File: config.mk
export PLATFORM = sky130hd
export DESIGN_NAME = tri_host
export DESIGN_NICKNAME = d
export VERILOG_FILES = /design/src/rtl/tri_pkg.sv /design/src/rtl/tri_point_collector.sv /design/src/rtl/tri_host.sv
export SDC_FILE = /design/constraint.sdc
export NUM_CORES = 1
export LEC_CHECK = 0
export CAP_MARGIN = 25
export CORE_MARGIN = 4
export CORE_UTILIZATION = 54
export DETAILED_ROUTE_END_ITERATION = 10
export PLACE_DENSITY = 0.95
export SLEW_MARGIN = 30
export SYNTH_ARGS = -nofsm -noshare
export SYNTH_HDL_FRONTEND = slang
export SYNTH_SLANG_ARGS = --single-unit
File: constraint.sdc
create_clock -name clk -period 2.7 [get_ports clk]
set_input_delay 0.54 -clock clk [delete_from_list [all_inputs] [get_ports clk]]
set_output_delay 0.54 -clock clk [all_outputs]
set_load 0.02 [all_outputs]
File: src/rtl/tri_pkg.sv
// Shared definitions for the triangle rasterizer point interface.
// Used by the rasterizer and by tri_host / tri_point_collector.
//   COORD_W  : width of one coordinate (x or y)
//   GRID     : grid edge length (points per row/column)
//   state_t  : tri_host control states
//   vertex_t : packed {x,y} vertex, matching the req_vtx field layout
//   bm_index : bitmap bit position {y,x} of a point
package tri_pkg;

    localparam int COORD_W = 3;
    localparam int GRID    = 8;
    localparam int CELLS   = GRID * GRID;

    typedef enum logic [2:0] {
        IDLE    = 3'd0,
        SEND0   = 3'd1,
        SEND1   = 3'd2,
        SEND2   = 3'd3,
        COLLECT = 3'd4,
        DONE    = 3'd5
    } state_t;

    typedef struct packed {
        logic [COORD_W-1:0] x;
        logic [COORD_W-1:0] y;
    } vertex_t;

    function automatic logic [2*COORD_W-1:0] bm_index(input logic [COORD_W-1:0] x,
                                                      input logic [COORD_W-1:0] y);
        return {y, x};
    endfunction

endpackage

File: src/rtl/tri_point_collector.sv
// Point collector: occupancy bitmap, saturating point count, duplicate
// detection and COLLECT-phase watchdog.
//   clk, reset_n : clock, asynchronous active-low reset
//   clear        : wipe bitmap/count/dup/watchdog (new triangle accepted)
//   en           : host is in COLLECT; points and watchdog only advance here
//   po, xo, yo   : point stream from the rasterizer
//   bitmap       : bit {yo,xo} set for every reported point
//   pt_count     : number of points seen, saturating at 64
//   dup          : sticky, a point hit an already-set bit
//   timeout      : high during the TIMEOUT-th enabled cycle
module tri_point_collector
    import tri_pkg::*;
#(
    parameter int TIMEOUT = 255
) (
    input  logic               clk,
    input  logic               reset_n,
    input  logic               clear,
    input  logic               en,
    input  logic               po,
    input  logic [COORD_W-1:0] xo,
    input  logic [COORD_W-1:0] yo,
    output logic [CELLS-1:0]   bitmap,
    output logic [6:0]         pt_count,
    output logic               dup,
    output logic               timeout
);

    localparam logic [7:0] WD_LAST  = 8'(TIMEOUT - 1);
    localparam logic [6:0] CNT_MAX  = 7'(CELLS);

    logic [7:0]             wd;
    logic [2*COORD_W-1:0]   idx;

    assign idx     = bm_index(xo, yo);
    // wd counts completed COLLECT cycles, so this cycle is number wd+1.
    assign timeout = en && (wd == WD_LAST);

    always_ff @(posedge clk or negedge reset_n) begin
        if (!reset_n) begin
            bitmap   <= '0;
            pt_count <= '0;
            dup      <= 1'b0;
            wd       <= '0;
        end else if (clear) begin
            bitmap   <= '0;
            pt_count <= '0;
            dup      <= 1'b0;
            wd       <= '0;
        end else if (en) begin
            if (wd != 8'hFF)
                wd <= wd + 8'd1;
            if (po) begin
                bitmap[idx] <= 1'b1;
                if (bitmap[idx])
                    dup <= 1'b1;
                if (pt_count != CNT_MAX)
                    pt_count <= pt_count + 7'd1;
            end
        end
    end

endmodule

File: src/rtl/tri_host.sv
// Host-side initiator for the 3-bit triangle rasterizer.
// Takes one triangle on a valid/ready port, serialises its three vertices
// onto nt/xi/yi, then collects the returned points into an 8x8 bitmap.
//   clk, reset_n        : clock, asynchronous active-low reset
//   req_valid/req_ready : request handshake (ready only in IDLE with busy low)
//   req_vtx             : {x2,y2,x1,y1,x0,y0}
//   nt, xi, yi          : vertex stream to the rasterizer
//   busy, po, xo, yo    : rasterizer status and point stream
//   done                : one-cycle result-valid pulse
//   err                 : [0] protocol/timeout, [1] duplicate point
//   bitmap, pt_count    : collected points for the current triangle
module tri_host
    import tri_pkg::*;
#(
    parameter int TIMEOUT = 255
) (
    input  logic                 clk,
    input  logic                 reset_n,
    input  logic                 req_valid,
    output logic                 req_ready,
    input  logic [6*COORD_W-1:0] req_vtx,
    output logic                 nt,
    output logic [COORD_W-1:0]   xi,
    output logic [COORD_W-1:0]   yi,
    input  logic                 busy,
    input  logic                 po,
    input  logic [COORD_W-1:0]   xo,
    input  logic [COORD_W-1:0]   yo,
    output logic                 done,
    output logic [1:0]           err,
    output logic [CELLS-1:0]     bitmap,
    output logic [6:0]           pt_count
);

    state_t   state;
    vertex_t  v0_in;
    vertex_t  v1;
    vertex_t  v2;
    logic     proto_err;
    logic     dup;
    logic     timeout;
    logic     accept;

    assign req_ready = (state == IDLE) && !busy;
    assign accept    = req_valid && req_ready;
    assign v0_in     = vertex_t'(req_vtx[2*COORD_W-1:0]);
    assign err       = {dup, proto_err};

    tri_point_collector #(
        .TIMEOUT (TIMEOUT)
    ) u_collector (
        .clk      (clk),
        .reset_n  (reset_n),
        .clear    (accept),
        .en       (state == COLLECT),
        .po       (po),
        .xo       (xo),
        .yo       (yo),
        .bitmap   (bitmap),
        .pt_count (pt_count),
        .dup      (dup),
        .timeout  (timeout)
    );

    // Outputs are set on the edge entering each state so they are valid for
    // the whole of that state; vertex 0 goes out straight from the request.
    always_ff @(posedge clk or negedge reset_n) begin
        if (!reset_n) begin
            state     <= IDLE;
            nt        <= 1'b0;
            xi        <= '0;
            yi        <= '0;
            done      <= 1'b0;
            proto_err <= 1'b0;
            v1        <= '0;
            v2        <= '0;
        end else begin
            case (state)
                IDLE: begin
                    if (accept) begin
                        v1        <= vertex_t'(req_vtx[4*COORD_W-1:2*COORD_W]);
                        v2        <= vertex_t'(req_vtx[6*COORD_W-1:4*COORD_W]);
                        proto_err <= 1'b0;
                        nt        <= 1'b1;
                        xi        <= v0_in.x;
                        yi        <= v0_in.y;
                        state     <= SEND0;
                    end
                end
                SEND0: begin
                    nt    <= 1'b0;
                    xi    <= v1.x;
                    yi    <= v1.y;
                    state <= SEND1;
                end
                SEND1: begin
                    xi    <= v2.x;
                    yi    <= v2.y;
                    state <= SEND2;
                end
                SEND2: begin
                    xi <= '0;
                    yi <= '0;
                    // The rasterizer must have taken the triangle by now.
                    if (!busy) begin
                        proto_err <= 1'b1;
                        done      <= 1'b1;
                        state     <= DONE;
                    end else begin
                        state <= COLLECT;
                    end
                end
                COLLECT: begin
                    if (!busy) begin
                        done  <= 1'b1;
                        state <= DONE;
                    end else if (timeout) begin
                        proto_err <= 1'b1;
                        done      <= 1'b1;
                        state     <= DONE;
                    end
                end
                DONE: begin
                    done  <= 1'b0;
                    state <= IDLE;
                end
                default: begin
                    nt    <= 1'b0;
                    xi    <= '0;
                    yi    <= '0;
                    done  <= 1'b0;
                    state <= IDLE;
                end
            endcase
        end
    end

endmodule

==> results.cfg, run 1 <==
[run_status]
status = completed

[critical_path]
r2r_cells = 7
cp.required_ns = 2.16
critPathKind = in2out
start_kind = input pin
crit_path_end_kind = output pin
cp_max_fo = 2
worstPathArrival_ns = 2.04

[routing]
wl_um = 14400
ant_nets = 0
routed_via_density = 6.17
wl_per_cell_um = 19.3
drc = 0
vias = 4606
initialDrtViolationCount = 318
drtPass1Iterations = 5

[timing]
setup_viol_count_final = 0
skew_ns = 0.0125
timing.final.ws_setup_ns = 0.122
relSlewSlack_pct = 55.7
fin_crit_sh_pct = 95.5
min_period_ns = 2.58
finalHoldViolCount = 0
slew_viol_final = 0
max_freq_mhz = 388
grt_setup_unrepaired = no
fin_setup_tns_ns = 0
max_slew.worst_pin.slew_ns = 0.665

[floorplan]
die_area_sq_mm = 0.0107
ios = 111
die-width_um = 103
fp.coreArea_sq_mm = 0.00881
die_height_um = 103
start_util_pct = 55.9
placement_rows = 34

[placed_design]
portBuffers = 110
routabilityCongestion = 0.944
place_area_sq_mm = 0.00626
pre_cts_slack_ns = 0.102
hpwl_um = 10400

[logic_synthesis]
async_flop_share_pct = 100
synthTopCellsByArea = dfrtp_1 (53%), nor2_1 (7.9%), a21oi_1 (6.7%)
synth.cell_area_sq_mm = 0.00492
ys_ff_latch = 104
synth_edf_count = 0
syn_area_per_cell_sq_um = 9.50
synth_top_area_share_pct = 52.9
synth-simple-area-share_pct = 17.2
yosysUniqueCellTypes = 50
seq_area_frac_synth_pct = 52.9
muxShareOfSynthArea_pct = 7.27
synth_nets = 551
synth_top_family_by_area = simple AND/OR/NAND/NOR gates
synth_ff_type = dfrtp_1
syn_inst = 518
synth_compound_area_share_pct = 16.1
synth_fa_ha_area_share_pct = 1.02
yosysTopAreaCell = dfrtp_1
synth-xor-area-share_pct = 1.42
ys_warn_count = 0

[min_path]
hold_class = in2async

[finish]
antenna_cells = 0
layout.nets = 668
syn_to_final_growth_pct = 31.1
regArea_sq_mm = 0.00260
stdcell_area_sq_mm = 0.00645
drive_above_1_share_pct = 9.86
nFillCells = 608
multi_input_comb_area_sq_mm = 0.00213

[clocking]
cts.sinks = 104
cts_tree = yes
htree_levels = 3
cts_buffers = 9
clkTransAtPathRegs_ns = 0.09
ctsHoldBuffers = 0
cts-root-buf = clkbuf_8
clock_latency_ns = 0.37
cts.path.max_buffers = 2

[power_and_ir_drop]
power_density_mw_per_mm2 = 683
ir_drop_uv = 689
comb_power_share_pct = 31.6
power_frac_seq_pct = 46.8
power_frac_clock_pct = 21.6
p_sw_share_pct = 35.2
p_int_uw = 2850
leakage_uw = 0.00295
p_sw_uw = 1550

[global_routing]
grt_pass1_vias = 4654
grt_pass1_wl_um = 22200
grt.overflow.total = 0
grt_antenna_before_repair = 0
grt_max_degree = 85
grt_use_total_pct = 27.0

[job]
maxCapViolCount = 0
cells by family after synthesis:
family | after synthesis
and+or+nand+nor | 197
AOI/OAI and AO/OA | 132
DFF | 104
buffers and inverters | 43
muxes | 30
xor gates and xnor gates | 8
adders and majority gates | 4
worst paths after layout:
| kind | startpoint | end | slack, ns |
|---|---|---|---|
| worst max-delay path | busy | req_ready | 0.12 |
| worst min-delay path | reset_n | u_collector.bitmap[31] | 0.19 |
| worst max register to register | state[2] | u_collector.bitmap[55] | 0.54 |
| worst min register to register | v1[0] | v1[0] | 0.48 |
| max in group asynchronous | reset_n | v1[4] | 1.81 |
| min in group clk | v1[0] | v1[0] | 0.48 |
through the flow:
step	util [%]	hold WS (ns)	std cells	power, uW
after CTS	73.2	0.205	747	4410
final	73.3	0.188	747	4410
after floorplan	-	0.244	518	2890
after global routing	73.3	0.225	747	4640
after global placement	71.1	0.457	732	3370
after detailed placement	71.1	0.462	732	3460
routing by layer:
metal,global-route usage (%),vias to the layer above,share of wire [%]
met5,0,-,0
met4,14.6,0,4.3
met3,6.44,66,11
met2,45.9,308,49
met1,31.4,2208,36
li1,-,2024,-
worst max-delay path: stages:
cell,delay [ns]
clkdlybuf4s50_1,0.45
nor4_2,0.38
clkdlybuf4s50_1,0.67
power by group through the flow:
stage               clock [uW]  sequential, uW  combinational (uW)
detailed placement           0            2080                1380
global route              1020            2100                1530
global placement             0            2060                1320
CTS                        963            2050                1390
finish                     951            2060                1390
floorplan                    0            2090                 798
cell type report:
type / instances / share of cell area, %
clock inverter: 5 / 0.911
clock buffer: 10 / 1.98
timing repair buffer: 142 / 21.3
sequential: 104 / 40.3
tap: 108 / 2.09
inverter: 7 / 0.407
multi-input combinational: 371 / 33.0
layout by cell type, fill, tap and decap left out, types with 6 or more instances in the layout:
cell type        Yosys  routed
clkbuf_8             0       9
a31oi_1             14      14
nor2_1             103     103
dfrtp_1            104     104
buf_4                2      30
a22oi_1              6       6
mux2i_1             20      20
clkdlybuf4s50_1      0     109
nand3_1              8       8
o21ai_0             18      18
mux2_2               6       6
inv_1                7       7
a21oi_1             66      66
nand2_1             51      51
repair_timing:
action | in CTS | in global routing
endpoints found under the setup margin | 0 | 1
gates resized for setup | 0 | 1
setup buffers | 0 | 0
cell usage after synthesis (5+ instances only):
master	n
nor2_1	103
o21a_1	5
mux2_2	6
nand4_1	5
inv_1	7
o21ai_0	18
nand2_1	51
a31oi_1	14
a22oi_1	6
buf_2	20
a21oi_1	66
dfrtp_1	104
nand3_1	8
clkbuf_1	11
xor2_1	5
mux2i_1	20
or3_1	5
state kept, by name, summed over array words and instances (netlist names), 3 cells and up:
register and flops:
xi 3, u_collector.bitmap 64, u_collector.wd 8, state 3
v1 6, u_collector.pt_count 7, yi 3, v2 6
No activity file was read; power rests on OpenSTA's default activity.
==> inputs of run 2 (changes only) <==
--- a/config.mk
+++ b/config.mk
@@ -7,9 +7,9 @@
 export LEC_CHECK = 0
 export CAP_MARGIN = 25
 export CORE_MARGIN = 4
-export CORE_UTILIZATION = 54
+export CORE_UTILIZATION = 51
 export DETAILED_ROUTE_END_ITERATION = 10
-export PLACE_DENSITY = 0.95
+export PLACE_DENSITY = 0.92
 export SLEW_MARGIN = 30
 export SYNTH_ARGS = -nofsm -noshare
 export SYNTH_HDL_FRONTEND = slang
==> constraint.sdc (replaced) <==
create_clock -name clk -period 2.55 [get_ports clk]
set_input_delay 0.51 -clock clk [delete_from_list [all_inputs] [get_ports clk]]
set_output_delay 0.51 -clock clk [all_outputs]
set_load 0.02 [all_outputs]
==> run 2 against run 1 <==
Worst hold slack worse by 0.091 ns. Clock power is 8% higher. Combinational power increased by 8%. Critical path type unchanged. Largest power group unchanged.
==> results.cfg, run 2 (synthesis results as in run 1) <==
[finish]
final_core_utilization_pct = 69.8
multi_input_comb_area_sq_mm = 0.00213
drive_above_1_share_pct = 10.3
antenna_cells = 0
layout.nets = 670
mostFrequentLayoutCell = clkdlybuf4s50_1
mostFrequentLayoutCells = clkdlybuf4s50_1 (109), nor2_1 (103), dfrtp_1 (103)
top_regs = u_collector.bitmap x64, u_collector.wd x8, u_collector.pt_count x7
nFillCells = 703
regArea_sq_mm = 0.00260
regMostFlops = u_collector.bitmap
syn_to_final_growth_pct = 32.2
largest_register_ff_count = 64
fin_cells = 771

[critical_path]
path_buf_inv = 2
start_kind = input pin
crit_chain = clkdlybuf4s50_1, nor4_2, clkdlybuf4s50_1
cp.required_ns = 2.04
cp_slowest_cell = clkdlybuf4s50_1
crit_top_cell = clkdlybuf4s50_1
reg2reg_from = state[0]
worstPathArrival_ns = 1.94
r2r_end = u_collector.bitmap[30]
crit_path_end_kind = output pin
path_delay_family = buffers and inverters
critPathKind = in2out
cp_max_fo = 2
r2r_cells = 6
max_stage_delay_ns = 0.66
reg2reg_slack_ns = 0.44

[clocking]
cts_tree = yes
cts_setup_buffers = 0
cts_buffers = 9
cts-root-buf = clkbuf_8
cts.sinks = 104
clock_latency_ns = 0.37
htree_levels = 3
cts.path.max_buffers = 2
clkTransAtPathRegs_ns = 0.09

[min_path]
hold_class = in2async

[routing]
drtPass1Iterations = 5
wl_um = 13900
wl_per_cell_um = 18.0
initialDrtViolationCount = 270
routed_via_density = 5.74
drc = 0
ant_nets = 0
vias = 4423

[timing]
relSlewSlack_pct = 54.7
max_freq_mhz = 408
setup_viol_count_final = 0
grt_setup_unrepaired = no
fin_setup_tns_ns = 0
slew_viol_final = 0
timing.final.ws_setup_ns = 0.0991
skew_ns = 0.00780
max_slew.worst_pin.slew_ns = 0.677
holdWs_ns = 0.0970
fin_crit_sh_pct = 96.1
finalHoldViolCount = 0
min_period_ns = 2.45

[placed_design]
hpwl_um = 10000
routabilityCongestion = 0.900
pre_cts_slack_ns = 0.0293
placedCellCount = 755
portBuffers = 110

[power_and_ir_drop]
ir_drop_uv = 703
power_density_mw_per_mm2 = 722
leakage_uw = 0.00296

[global_routing]
grt_pass1_wl_um = 22600
grt_use_total_pct = 25.1
grt_max_degree = 85
grt.overflow.total = 0
grt_pass1_vias = 4486
grt_antenna_before_repair = 0

[floorplan]
ios = 111
die-width_um = 106
fp.coreArea_sq_mm = 0.00933
start_util_pct = 52.8
die_height_um = 106
placement_rows = 35
die_area_sq_mm = 0.0113

[job]
maxCapViolCount = 0

[run_status]
status = completed
==> run 2: cell count changes in the layout (fill, tap and decap cells not counted) <==
cell,change
dfrtp_1,-1
clkbuf_8,+1
buf_4,+2
clkbuf_1,+1
dfrtp_2,+1
clkinv_2,-1
==> run 2: metrics by stage <==
step	instance area (sq um)	total power (uW)
floorplan	4920	3060
global placement	6300	3580
detailed placement	6300	3670
CTS	6510	4730
global route	6510	4950
finish	6510	4700
==> run 2: worst max-delay path by stage <==
stage | startpoint | end | slack, ns | cells after the start
finish | busy | req_ready | 0.1 | 3
global route | busy | req_ready | 0.03 | 3
CTS | state[0] | req_ready | 0.08 | 2
detailed placement | xo[1] | u_collector.dup | 0.03 | 7
global placement | xo[1] | u_collector.dup | 0.06 | 7
floorplan | busy | xi[0] | 0.18 | 6
==> run 2: area by class of cell <==
cell class                 instances  share of cell area [%]
clock inverter                     4                   0.827
inverter                           7                   0.404
clock buffer                      12                    2.23
multi-input combinational        371                    32.7
tap                              129                    2.48
sequential                       104                    40.0
timing repair buffer             144                    21.4
==> run 2: routing by layer <==
metal | vias to the layer above | global-route usage [%] | wire, um
met5 | - | 0 | 0
li1 | 2036 | - | -
met3 | 36 | 6.13 | 1360
met1 | 2121 | 31.7 | 5390
met4 | 0 | 8.14 | 370
met2 | 230 | 42.5 | 6760
==> run 2: timing repair <==
item | CTS | global route
hold buffers | 0 | 0
setup endpoints to repair | 1 | 1
hold endpoints to repair | 0 | 0
resized for setup | 1 | 1
==> run 2: power breakdown <==
group,switching (uW),leakage [uW],internal [uW]
clock network,548,0.0000928,484
registers,261,0.00141,1910
logic,828,0.00146,671
==> inputs of run 3 (changes only) <==
--- a/config.mk
+++ b/config.mk
@@ -9,6 +9,7 @@
 export CORE_MARGIN = 4
 export CORE_UTILIZATION = 51
 export DETAILED_ROUTE_END_ITERATION = 10
+export GPL_TIMING_DRIVEN = 0
 export PLACE_DENSITY = 0.92
 export SLEW_MARGIN = 30
 export SYNTH_ARGS = -nofsm -noshare
==> run 3 against run 2 <==
Wire length rose by 1.5%. Sequential power fell by 3%. Global-route usage fell by 0.17 points. Maximum frequency rose by 1.2%. Non-clock buffer count rose by 1. Clock power fell by 3%. Clock-buffer cell count fell by 3. Utilization fell by 1.1 points. Sequential share of layout area rose by 0.61 points. Worst hold slack got worse by 0.038 ns. Final cell count did not move. Design area fell by 1.5%.
==> results.cfg, run 3 (synthesis results as in run 1) <==
[run_status]
status = completed

[global_routing]
grt.overflow.total = 0
grt_pass1_vias = 4457
grt_antenna_before_repair = 0
grt_max_degree = 60
grt_use_total_pct = 24.9
grt_pass1_wl_um = 22300

[routing]
wl_per_cell_um = 18.3
initialDrtViolationCount = 266
drc = 0
ant_nets = 0
vias = 4482
wl_um = 14100
routed_via_density = 5.81
drtPass1Iterations = 5

[power_and_ir_drop]
power_frac_clock_pct = 21.5
leakage_uw = 0.00292
p_total_uw = 4630
p_int_uw = 3000
ir_drop_uv = 614
comb_power_share_pct = 32.9
p_sw_share_pct = 35.2
power_frac_seq_pct = 45.6
p_sw_uw = 1630
power_density_mw_per_mm2 = 722

[finish]
final_core_utilization_pct = 68.7
multi_input_comb_area_sq_mm = 0.00215
top_regs = u_collector.bitmap x64, u_collector.wd x8, u_collector.pt_count x7
regArea_sq_mm = 0.00260
largest_register_ff_count = 64
drive_above_1_share_pct = 9.81
regMostFlops = u_collector.bitmap
syn_to_final_growth_pct = 30.2
layout.nets = 671
nFillCells = 718
mostFrequentLayoutCell = clkdlybuf4s50_1
antenna_cells = 0
mostFrequentLayoutCells = clkdlybuf4s50_1 (106), dfrtp_1 (104), nor2_1 (99)

[critical_path]
cp_max_fo = 6
crit_path_end_kind = output pin
r2r_end = u_collector.bitmap[44]
r2r_cells = 8
reg2reg_from = state[1]
reg2reg_slack_ns = 0.31
cp.required_ns = 2.04
worstPathArrival_ns = 1.91
critPathKind = in2out
start_kind = input pin

[floorplan]
placement_rows = 35
start_util_pct = 52.8
die_area_sq_mm = 0.0113
die-width_um = 106
fp.coreArea_sq_mm = 0.00933
ios = 111
die_height_um = 106

[placed_design]
routabilityCongestion = 0.943
pre_cts_slack_ns = -0.452
hpwl_um = 10200
portBuffers = 108

[timing]
min_period_ns = 2.42
max_freq_mhz = 413
setup_viol_count_final = 0
max_slew.worst_pin.slew_ns = 0.898
holdWs_ns = 0.0595
slew_viol_final = 0
fin_crit_sh_pct = 95.0
finalHoldViolCount = 0
skew_ns = 0.0103
grt_setup_unrepaired = no
timing.final.ws_setup_ns = 0.128
relSlewSlack_pct = 40.0

[clocking]
cts_buffers = 9
cts_tree = yes
cts.sinks = 104
clkTransAtPathRegs_ns = 0.10
post_cts_resize_count = 4
htree_levels = 3
cts_setup_buffers = 0
clock_latency_ns = 0.36
cts.path.max_buffers = 2
cts-root-buf = clkbuf_8
ctsHoldBuffers = 0

[job]
maxCapViolCount = 0

[min_path]
hold_class = in2async
-- run 3: cell types whose count changed in the layout (fill, tap and decap cells not counted), moves of 3 or more --
| cell | change |
|---|---|
| clkbuf_1 | +8 |
| buf_4 | -30 |
| nor2_2 | +4 |
| clkdlybuf4s50_1 | -3 |
| buf_2 | +20 |
| nor2_1 | -4 |
| buf_12 | -3 |
| clkinv_2 | +4 |
-- run 3: layer usage --
layer | vias up | track usage, % | share of wire (%)
li1 | 2036 | - | -
met1 | 2162 | 29.8 | 38
met2 | 252 | 43.1 | 49
met3 | 32 | 6.31 | 10
met4 | 0 | 9.71 | 2.5
met5 | - | 0 | 0
-- run 3: through the flow --
| step | cells | cell area, sq um | TNS [ns] |
|---|---|---|---|
| global placement | 755 | 6170 | -292.37 |
| finish | 771 | 6410 | 0 |
| global route | 771 | 6410 | 0 |
| floorplan | 518 | 4920 | 0 |
| detailed placement | 756 | 6200 | -13.10 |
| CTS | 771 | 6400 | 0 |
-- run 3: cell type report --
class	instances	area share (%)
Clock inverter	6	0.918
Inverter	7	0.410
Buffer	36	2.75
Clock buffer	9	1.93
Sequential cell	104	40.6
Timing Repair Buffer	109	17.3
Multi-Input combinational cell	371	33.6
Tap cell	129	2.52
-- run 3: worst max-delay path by stage --
stage,start,endpoint,slack [ns],cells past startpoint
6_report,busy,req_ready,0.13,3
3_5_place_dp,xo[2],u_collector.bitmap[44],-0.45,7
4_1_cts,xo[2],u_collector.bitmap[5],0.01,7
3_3_place_gp,reset_n,v2[2],-2.70,1
5_1_grt,busy,req_ready,0.09,3
2_1_floorplan,busy,xi[0],0.18,6
-- run 3: power groups by stage --
stage / logic, uW / registers [uW] / clock network, uW
2_1_floorplan: 845 / 2210 / 0
3_3_place_gp: 1450 / 2120 / 0
3_5_place_dp: 1520 / 2130 / 0
4_1_cts: 1520 / 2110 / 1000
5_1_grt: 1670 / 2150 / 1070
6_report: 1530 / 2110 / 994
-- run 3: worst max-delay path, cell delays in order --
cell and delay [ns]:
clkdlybuf4s50_1 0.51, nor4_2 0.46, dlygate4sd2_1 0.43
